File: src/rtl/fft_pkg.sv
// Shared FFT datapath constants and arithmetic helpers (rounding shift, saturation).
package fft_pkg;
  localparam int DATA_W  = 16;
  localparam int TW_FRAC = DATA_W - 2;
  localparam logic signed [DATA_W-1:0] TW_UNITY = DATA_W'(64'd1 << TW_FRAC);

  // All intermediate math is done in 64 bits; callers slice the result.
  typedef logic signed [63:0] wide_t;

  typedef struct packed {
    logic  ovf;
    wide_t val;
  } sat_t;

  // Round half-up: add half an output LSB, then arithmetic shift.
  function automatic wide_t round_shift(input wide_t v, input int unsigned sh);
    return (v + (wide_t'(1) <<< (sh - 1))) >>> sh;
  endfunction

  function automatic sat_t saturate(input wide_t v, input int unsigned dw);
    wide_t hi, lo;
    sat_t  r;
    hi    = (wide_t'(1) <<< (dw - 1)) - 1;
    lo    = -hi - 1;
    r.ovf = (v > hi) || (v < lo);
    r.val = (v > hi) ? hi : ((v < lo) ? lo : v);
    return r;
  endfunction
endpackage

File: src/rtl/bfly_cmul.sv
// Registered complex multiply t = a*w with half-up rounding of the Q1.TwFrac twiddle.
module bfly_cmul import fft_pkg::*; #(
  parameter int DataWidth = DATA_W,
  parameter int TwFrac    = DataWidth - 2
) (
  input  logic                        clk,
  input  logic                        rst,
  input  logic                        en,
  input  logic signed [DataWidth-1:0] a_re,
  input  logic signed [DataWidth-1:0] a_im,
  input  logic signed [DataWidth-1:0] w_re,
  input  logic signed [DataWidth-1:0] w_im,
  output logic signed [DataWidth+1:0] t_re,
  output logic signed [DataWidth+1:0] t_im
);
  localparam int TW = DataWidth + 2;

  wide_t pr, pi;
  logic  unused_hi;

  always_comb begin
    pr = round_shift(wide_t'(a_re) * wide_t'(w_re) - wide_t'(a_im) * wide_t'(w_im), TwFrac);
    pi = round_shift(wide_t'(a_re) * wide_t'(w_im) + wide_t'(a_im) * wide_t'(w_re), TwFrac);
  end

  // t keeps two guard bits above DataWidth; only |W| near 2 can exceed that.
  assign unused_hi = ^{pr[63:TW], pi[63:TW]};

  always_ff @(posedge clk or posedge rst) begin
    if (rst) begin
      t_re <= '0;
      t_im <= '0;
    end else if (en) begin
      t_re <= pr[TW-1:0];
      t_im <= pi[TW-1:0];
    end
  end
endmodule

File: src/rtl/bfly_r2_dit_pipe.sv
// 3-stage radix-2 DIT butterfly with valid/ready stall pipeline.
// Define BFLY_R2_SAT_EN to saturate outputs and report ovf; otherwise outputs wrap.
module bfly_r2_dit_pipe import fft_pkg::*; #(
  parameter int DataWidth = DATA_W,
  parameter int TwFrac    = DataWidth - 2
) (
  input  logic                        clk,
  input  logic                        rst,
  input  logic                        in_valid,
  output logic                        in_ready,
  input  logic signed [DataWidth-1:0] X0_Re,
  input  logic signed [DataWidth-1:0] X0_Im,
  input  logic signed [DataWidth-1:0] X1_Re,
  input  logic signed [DataWidth-1:0] X1_Im,
  input  logic signed [DataWidth-1:0] W_Re,
  input  logic signed [DataWidth-1:0] W_Im,
  input  logic                        inv,
  input  logic                        scale,
  output logic                        out_valid,
  input  logic                        out_ready,
  output logic signed [DataWidth-1:0] Y0_Re,
  output logic signed [DataWidth-1:0] Y0_Im,
  output logic signed [DataWidth-1:0] Y1_Re,
  output logic signed [DataWidth-1:0] Y1_Im,
  output logic                        ovf
);
  localparam int STAGES = 3;
  localparam logic signed [DataWidth-1:0] SMAX = {1'b0, {(DataWidth-1){1'b1}}};
  localparam logic signed [DataWidth-1:0] SMIN = {1'b1, {(DataWidth-1){1'b0}}};

  logic              en;
  logic [STAGES:1]   vld_pipe;

  assign en        = !out_valid || out_ready;
  assign in_ready  = en;
  assign out_valid = vld_pipe[STAGES];

  // S1: capture beat; conjugation folded into the twiddle, -MIN clamps to MAX.
  logic signed [DataWidth-1:0] x0r1, x0i1, x1r1, x1i1, wr1, wi1, wi_n;
  logic                        scl1;

  always_comb wi_n = !inv ? W_Im : ((W_Im == SMIN) ? SMAX : -W_Im);

  always_ff @(posedge clk or posedge rst) begin
    if (rst) begin
      vld_pipe <= '0;
      {x0r1, x0i1, x1r1, x1i1, wr1, wi1} <= '0;
      scl1 <= 1'b0;
    end else if (en) begin
      vld_pipe <= {vld_pipe[STAGES-1:1], in_valid};
      x0r1 <= X0_Re;  x0i1 <= X0_Im;
      x1r1 <= X1_Re;  x1i1 <= X1_Im;
      wr1  <= W_Re;   wi1  <= wi_n;
      scl1 <= scale;
    end
  end

  // S2: twiddle product alongside the delayed X0.
  logic signed [DataWidth+1:0] tr2, ti2;
  logic signed [DataWidth-1:0] x0r2, x0i2;
  logic                        scl2;

  bfly_cmul #(.DataWidth(DataWidth), .TwFrac(TwFrac)) u_cmul (
    .clk (clk), .rst (rst), .en (en),
    .a_re(x1r1), .a_im(x1i1), .w_re(wr1), .w_im(wi1),
    .t_re(tr2), .t_im(ti2)
  );

  always_ff @(posedge clk or posedge rst) begin
    if (rst) begin
      {x0r2, x0i2} <= '0;
      scl2 <= 1'b0;
    end else if (en) begin
      x0r2 <= x0r1;
      x0i2 <= x0i1;
      scl2 <= scl1;
    end
  end

  // S3: add/subtract, optional halving, then narrow to DataWidth.
  wide_t                       sum [4];
  logic [3:0][DataWidth-1:0]   y_n;
  logic                        ovf_n;
  logic                        unused_hi;

  always_comb begin
    sum[0] = wide_t'(x0r2) + wide_t'(tr2);
    sum[1] = wide_t'(x0i2) + wide_t'(ti2);
    sum[2] = wide_t'(x0r2) - wide_t'(tr2);
    sum[3] = wide_t'(x0i2) - wide_t'(ti2);
    if (scl2)
      for (int k = 0; k < 4; k++) sum[k] = round_shift(sum[k], 1);
  end

`ifdef BFLY_R2_SAT_EN
  sat_t sat [4];
  always_comb begin
    ovf_n     = 1'b0;
    unused_hi = 1'b0;
    for (int k = 0; k < 4; k++) begin
      sat[k]    = saturate(sum[k], DataWidth);
      y_n[k]    = sat[k].val[DataWidth-1:0];
      ovf_n     = ovf_n | sat[k].ovf;
      unused_hi = unused_hi ^ (^sat[k].val[63:DataWidth]);
    end
  end

  always_ff @(posedge clk or posedge rst) begin
    if (rst)     ovf <= 1'b0;
    else if (en) ovf <= ovf_n;
  end
`else
  always_comb begin
    ovf_n     = 1'b0;
    unused_hi = 1'b0;
    for (int k = 0; k < 4; k++) begin
      y_n[k]    = sum[k][DataWidth-1:0];
      unused_hi = unused_hi ^ (^sum[k][63:DataWidth]);
    end
  end

  assign ovf = ovf_n;
`endif

  always_ff @(posedge clk or posedge rst) begin
    if (rst) begin
      {Y0_Re, Y0_Im, Y1_Re, Y1_Im} <= '0;
    end else if (en) begin
      Y0_Re <= y_n[0];
      Y0_Im <= y_n[1];
      Y1_Re <= y_n[2];
      Y1_Im <= y_n[3];
    end
  end
endmodule

File: config.mk
export PLATFORM = sky130hd
export DESIGN_NAME = bfly_r2_dit_pipe
export DESIGN_NICKNAME = d
export VERILOG_FILES = /design/src/rtl/fft_pkg.sv /design/src/rtl/bfly_cmul.sv /design/src/rtl/bfly_r2_dit_pipe.sv
export SDC_FILE = /design/constraint.sdc
export NUM_CORES = 2
export LEC_CHECK = 0
export ABC_AREA = 1
export CAP_MARGIN = 20
export CORE_MARGIN = 3
export CORE_UTILIZATION = 60
export CTS_BUF_LIST = sky130_fd_sc_hd__clkbuf_8
export DETAILED_ROUTE_END_ITERATION = 8
export PLACE_DENSITY = 0.86
export SKIP_CTS_REPAIR_TIMING = 1
export SYNTH_ARGS = -nofsm -noshare
export SYNTH_HDL_FRONTEND = slang
export SYNTH_SLANG_ARGS = --single-unit
export TNS_END_PERCENT = 1
File: constraint.sdc
create_clock -name clk -period 26.4 [get_ports clk]
set_input_delay 6.6 -clock clk [delete_from_list [all_inputs] [get_ports clk]]
set_output_delay 6.6 -clock clk [all_outputs]
set_load 0.1 [all_outputs]
==> metrics <==
Worst Hold Class=flop to flop; Post-synth EDFFs=0; starting density of the core=0.609; layout cells sized above 1=0.0382; Post-synth ARST share=1.00; commonest non-fill, non-tap cells in the layout=inv_1, nand2_1, fa_1, ha_1, nor2_1; Worst path max stage delay=1.23 ns; Worst-Margin Slew=1.21 ns; post-synthesis sequential area ratio=0.105; crit-path cells=clkdlybuf4s50_1, nor2_4, inv_8, clkdlybuf4s50_1; M1 GR Usage=0.447; M3 GR Usage=0.0779; reg2reg start=x1r1[6]; Placer Congestion=1.06; pin count of the biggest net entering global routing=108; Setup Viol. Count Final=0; number of antenna violations at the first check in global routing=2; prevailing post-synth register cell=dfrtp_1; Fillers=7351; Slew headroom=0.194; Post-Layout Cell Count=8228; fin crit share=0.583; crit-path most repeated cell=clkdlybuf4s50_1; Cell variety after synth=57; vias in the first global route=49.3k; Crit path arrival time=8.80 ns; height of the chip=309 um; CTS Sinks=231; Nets=8602; Net Count, Synth=8643; max-slew violations=0; #FFs+latches synth=231; MaxCap Viol Count=0; Max Fclk=64.9 MHz; WP data required=19.80 ns; RSZ-0062 raised after global routing=false; worst r2r dst=u_cmul.t_re[11]; Top Ports=169; first-pass GRT wire length=258000 um; R2R setup slack=17.88 ns; width of the die=309 um; CP Capture Type=primary output; wirelength, routed=158000 um; setup slack after layout=11.00 ns; DRC=0; I/O Buffers=167; H-tree Lvls=2; Worst-path clk slew=0.06 ns; Area growth, synth to finish=5.95%; CTS buffer count=44; pre-CTS WS=11.01 ns; status=complete, no violations; Ys Warns=0; Final ANT Viol Nets=0; Critical Path Source=out_ready; die area=95600 um2; TNS Setup=0 ns; Crit Path Class=input pin to primary output; Worst-Skew Late Latency=0.73 ns; Placed Cells=8147; Levels on crit path=4; crit-path max FO=84; Worst Skew=0.0705 ns; Startpoint Class=input pin; most common library cell in the layout ignoring fill and taps=inv_1; Tot GR Track Use=0.348; Mapped Area=55200 um2; Worst Path Buf+Inv=3; met2 Usage GRT=0.546; routed vias/inst=5.50; first drt pass iteration count=8; cells after synthesis=7058; CP Capture Point=in_ready; busiest grt layer=met2; syn avg cell area=7.82 um2; Reg area=5800 um2; gr ovfl total=0; CTS Buffer Depth=3; initial DRC count=4351; area of the multi-input gates=40400 um2; site row count=110; Final Hold Viols=0; Top delay family on crit path=buffers and inverters; average wire per cell in the routed design=19.2 um; DP HPWL=122000 um; Final Critical Period=15.40 ns; Clk Tree Root Cell=clkbuf_8; CP max-delay cell=clkdlybuf4s50_1; vias=45.3k; CTS tree=built; cells on worst reg2reg path=22; Core Box Area=90600 um2
## cell type report
cell class | instances | share of cell area
multi-input combinational | 4460 | 0.691
tap | 1176 | 0.0252
inverter | 2049 | 0.132
clock buffer | 54 | 0.0127
antenna | 2 | 0.0000856
sequential | 231 | 0.0992
timing repair buffer | 231 | 0.0368
clock inverter | 25 | 0.00272
## flip-flops by register name (all words and copies together) (netlist names), 3 cells and up
signal and count:
Y0_Im 16, Y0_Re 16, Y1_Im 16, Y1_Re 16
u_cmul.t_im 17, u_cmul.t_re 17, vld_pipe 3, wi1 16
wr1 16, x0i1 16, x0i2 16, x0r1 16
x0r2 16, x1i1 16, x1r1 16
## synth_stat cells, types with 21 or more instances
| cell type | n | share of area |
|---|---|---|
| clkbuf_1 | 280 | 0.019 |
| nand3_1 | 194 | 0.018 |
| fa_1 | 1124 | 0.41 |
| nand2_1 | 1805 | 0.12 |
| nor3_1 | 26 | 0.0024 |
| a31oi_1 | 29 | 0.0033 |
| xnor2_1 | 43 | 0.0068 |
| nand4_1 | 53 | 0.0060 |
| inv_1 | 2022 | 0.14 |
| inv_2 | 21 | 0.0014 |
| xor2_1 | 47 | 0.0075 |
| nor2_1 | 244 | 0.017 |
| a21oi_1 | 128 | 0.012 |
| o21ai_0 | 218 | 0.020 |
| ha_1 | 359 | 0.081 |
| dfrtp_1 | 231 | 0.10 |
## worst register-to-register path: stages, from the launching register on
cell	delay, ns
dfrtp_1	1.14
buf_4	0.44
nand2_1	0.12
inv_1	0.10
fa_1	0.45
fa_1	0.60
inv_1	0.07
fa_1	0.53
inv_1	0.05
fa_1	0.48
fa_1	0.57
fa_1	0.43
fa_1	0.51
fa_1	0.46
ha_1	0.39
a21oi_1	0.32
o21ai_0	0.15
a21oi_1	0.24
nand3_1	0.35
a21o_1	0.32
or2_2	0.29
nand3_1	0.17
o21ai_0	0.15
## worst min path at each step
stage	startpoint	to	slack (ns)	depth (start not counted)
after floorplan	vld_pipe[2]	vld_pipe[3]	0.42	2
after global placement	vld_pipe[2]	vld_pipe[3]	0.44	2
after detailed placement	vld_pipe[2]	vld_pipe[3]	0.44	2
after CTS	vld_pipe[2]	vld_pipe[3]	0.45	2
after global routing	vld_pipe[2]	vld_pipe[3]	0.49	2
final	vld_pipe[2]	vld_pipe[3]	0.46	2
## kinds of logic after synthesis
kind of cell / share of synthesized area
AOI/OAI and AO/OA: 0.0457
and+or+nand+nor: 0.180
other: 0.0000680
xor gates and xnor gates: 0.0169
DFF: 0.105
buffers and inverters: 0.163
adders and majority gates: 0.489
## layer usage
layer  up-vias  share of wire
met2      2500           0.45
met3       628           0.11
li1      20100              -
met4         0          0.073
met5         -              0
met1     22100           0.37
## per-stage QoR
stage               hold slack [ns]  cell area [um2]   util
detailed placement            0.439            57600  0.635
floorplan                     0.420            55200      -
finish                        0.458            58500  0.646
global route                  0.487            58500  0.646
CTS                           0.453            58500  0.645
global placement              0.437            57600  0.635
Power is not shown: default switching activity piles up to over one toggle a cycle in this logic, so the estimate is an artifact.
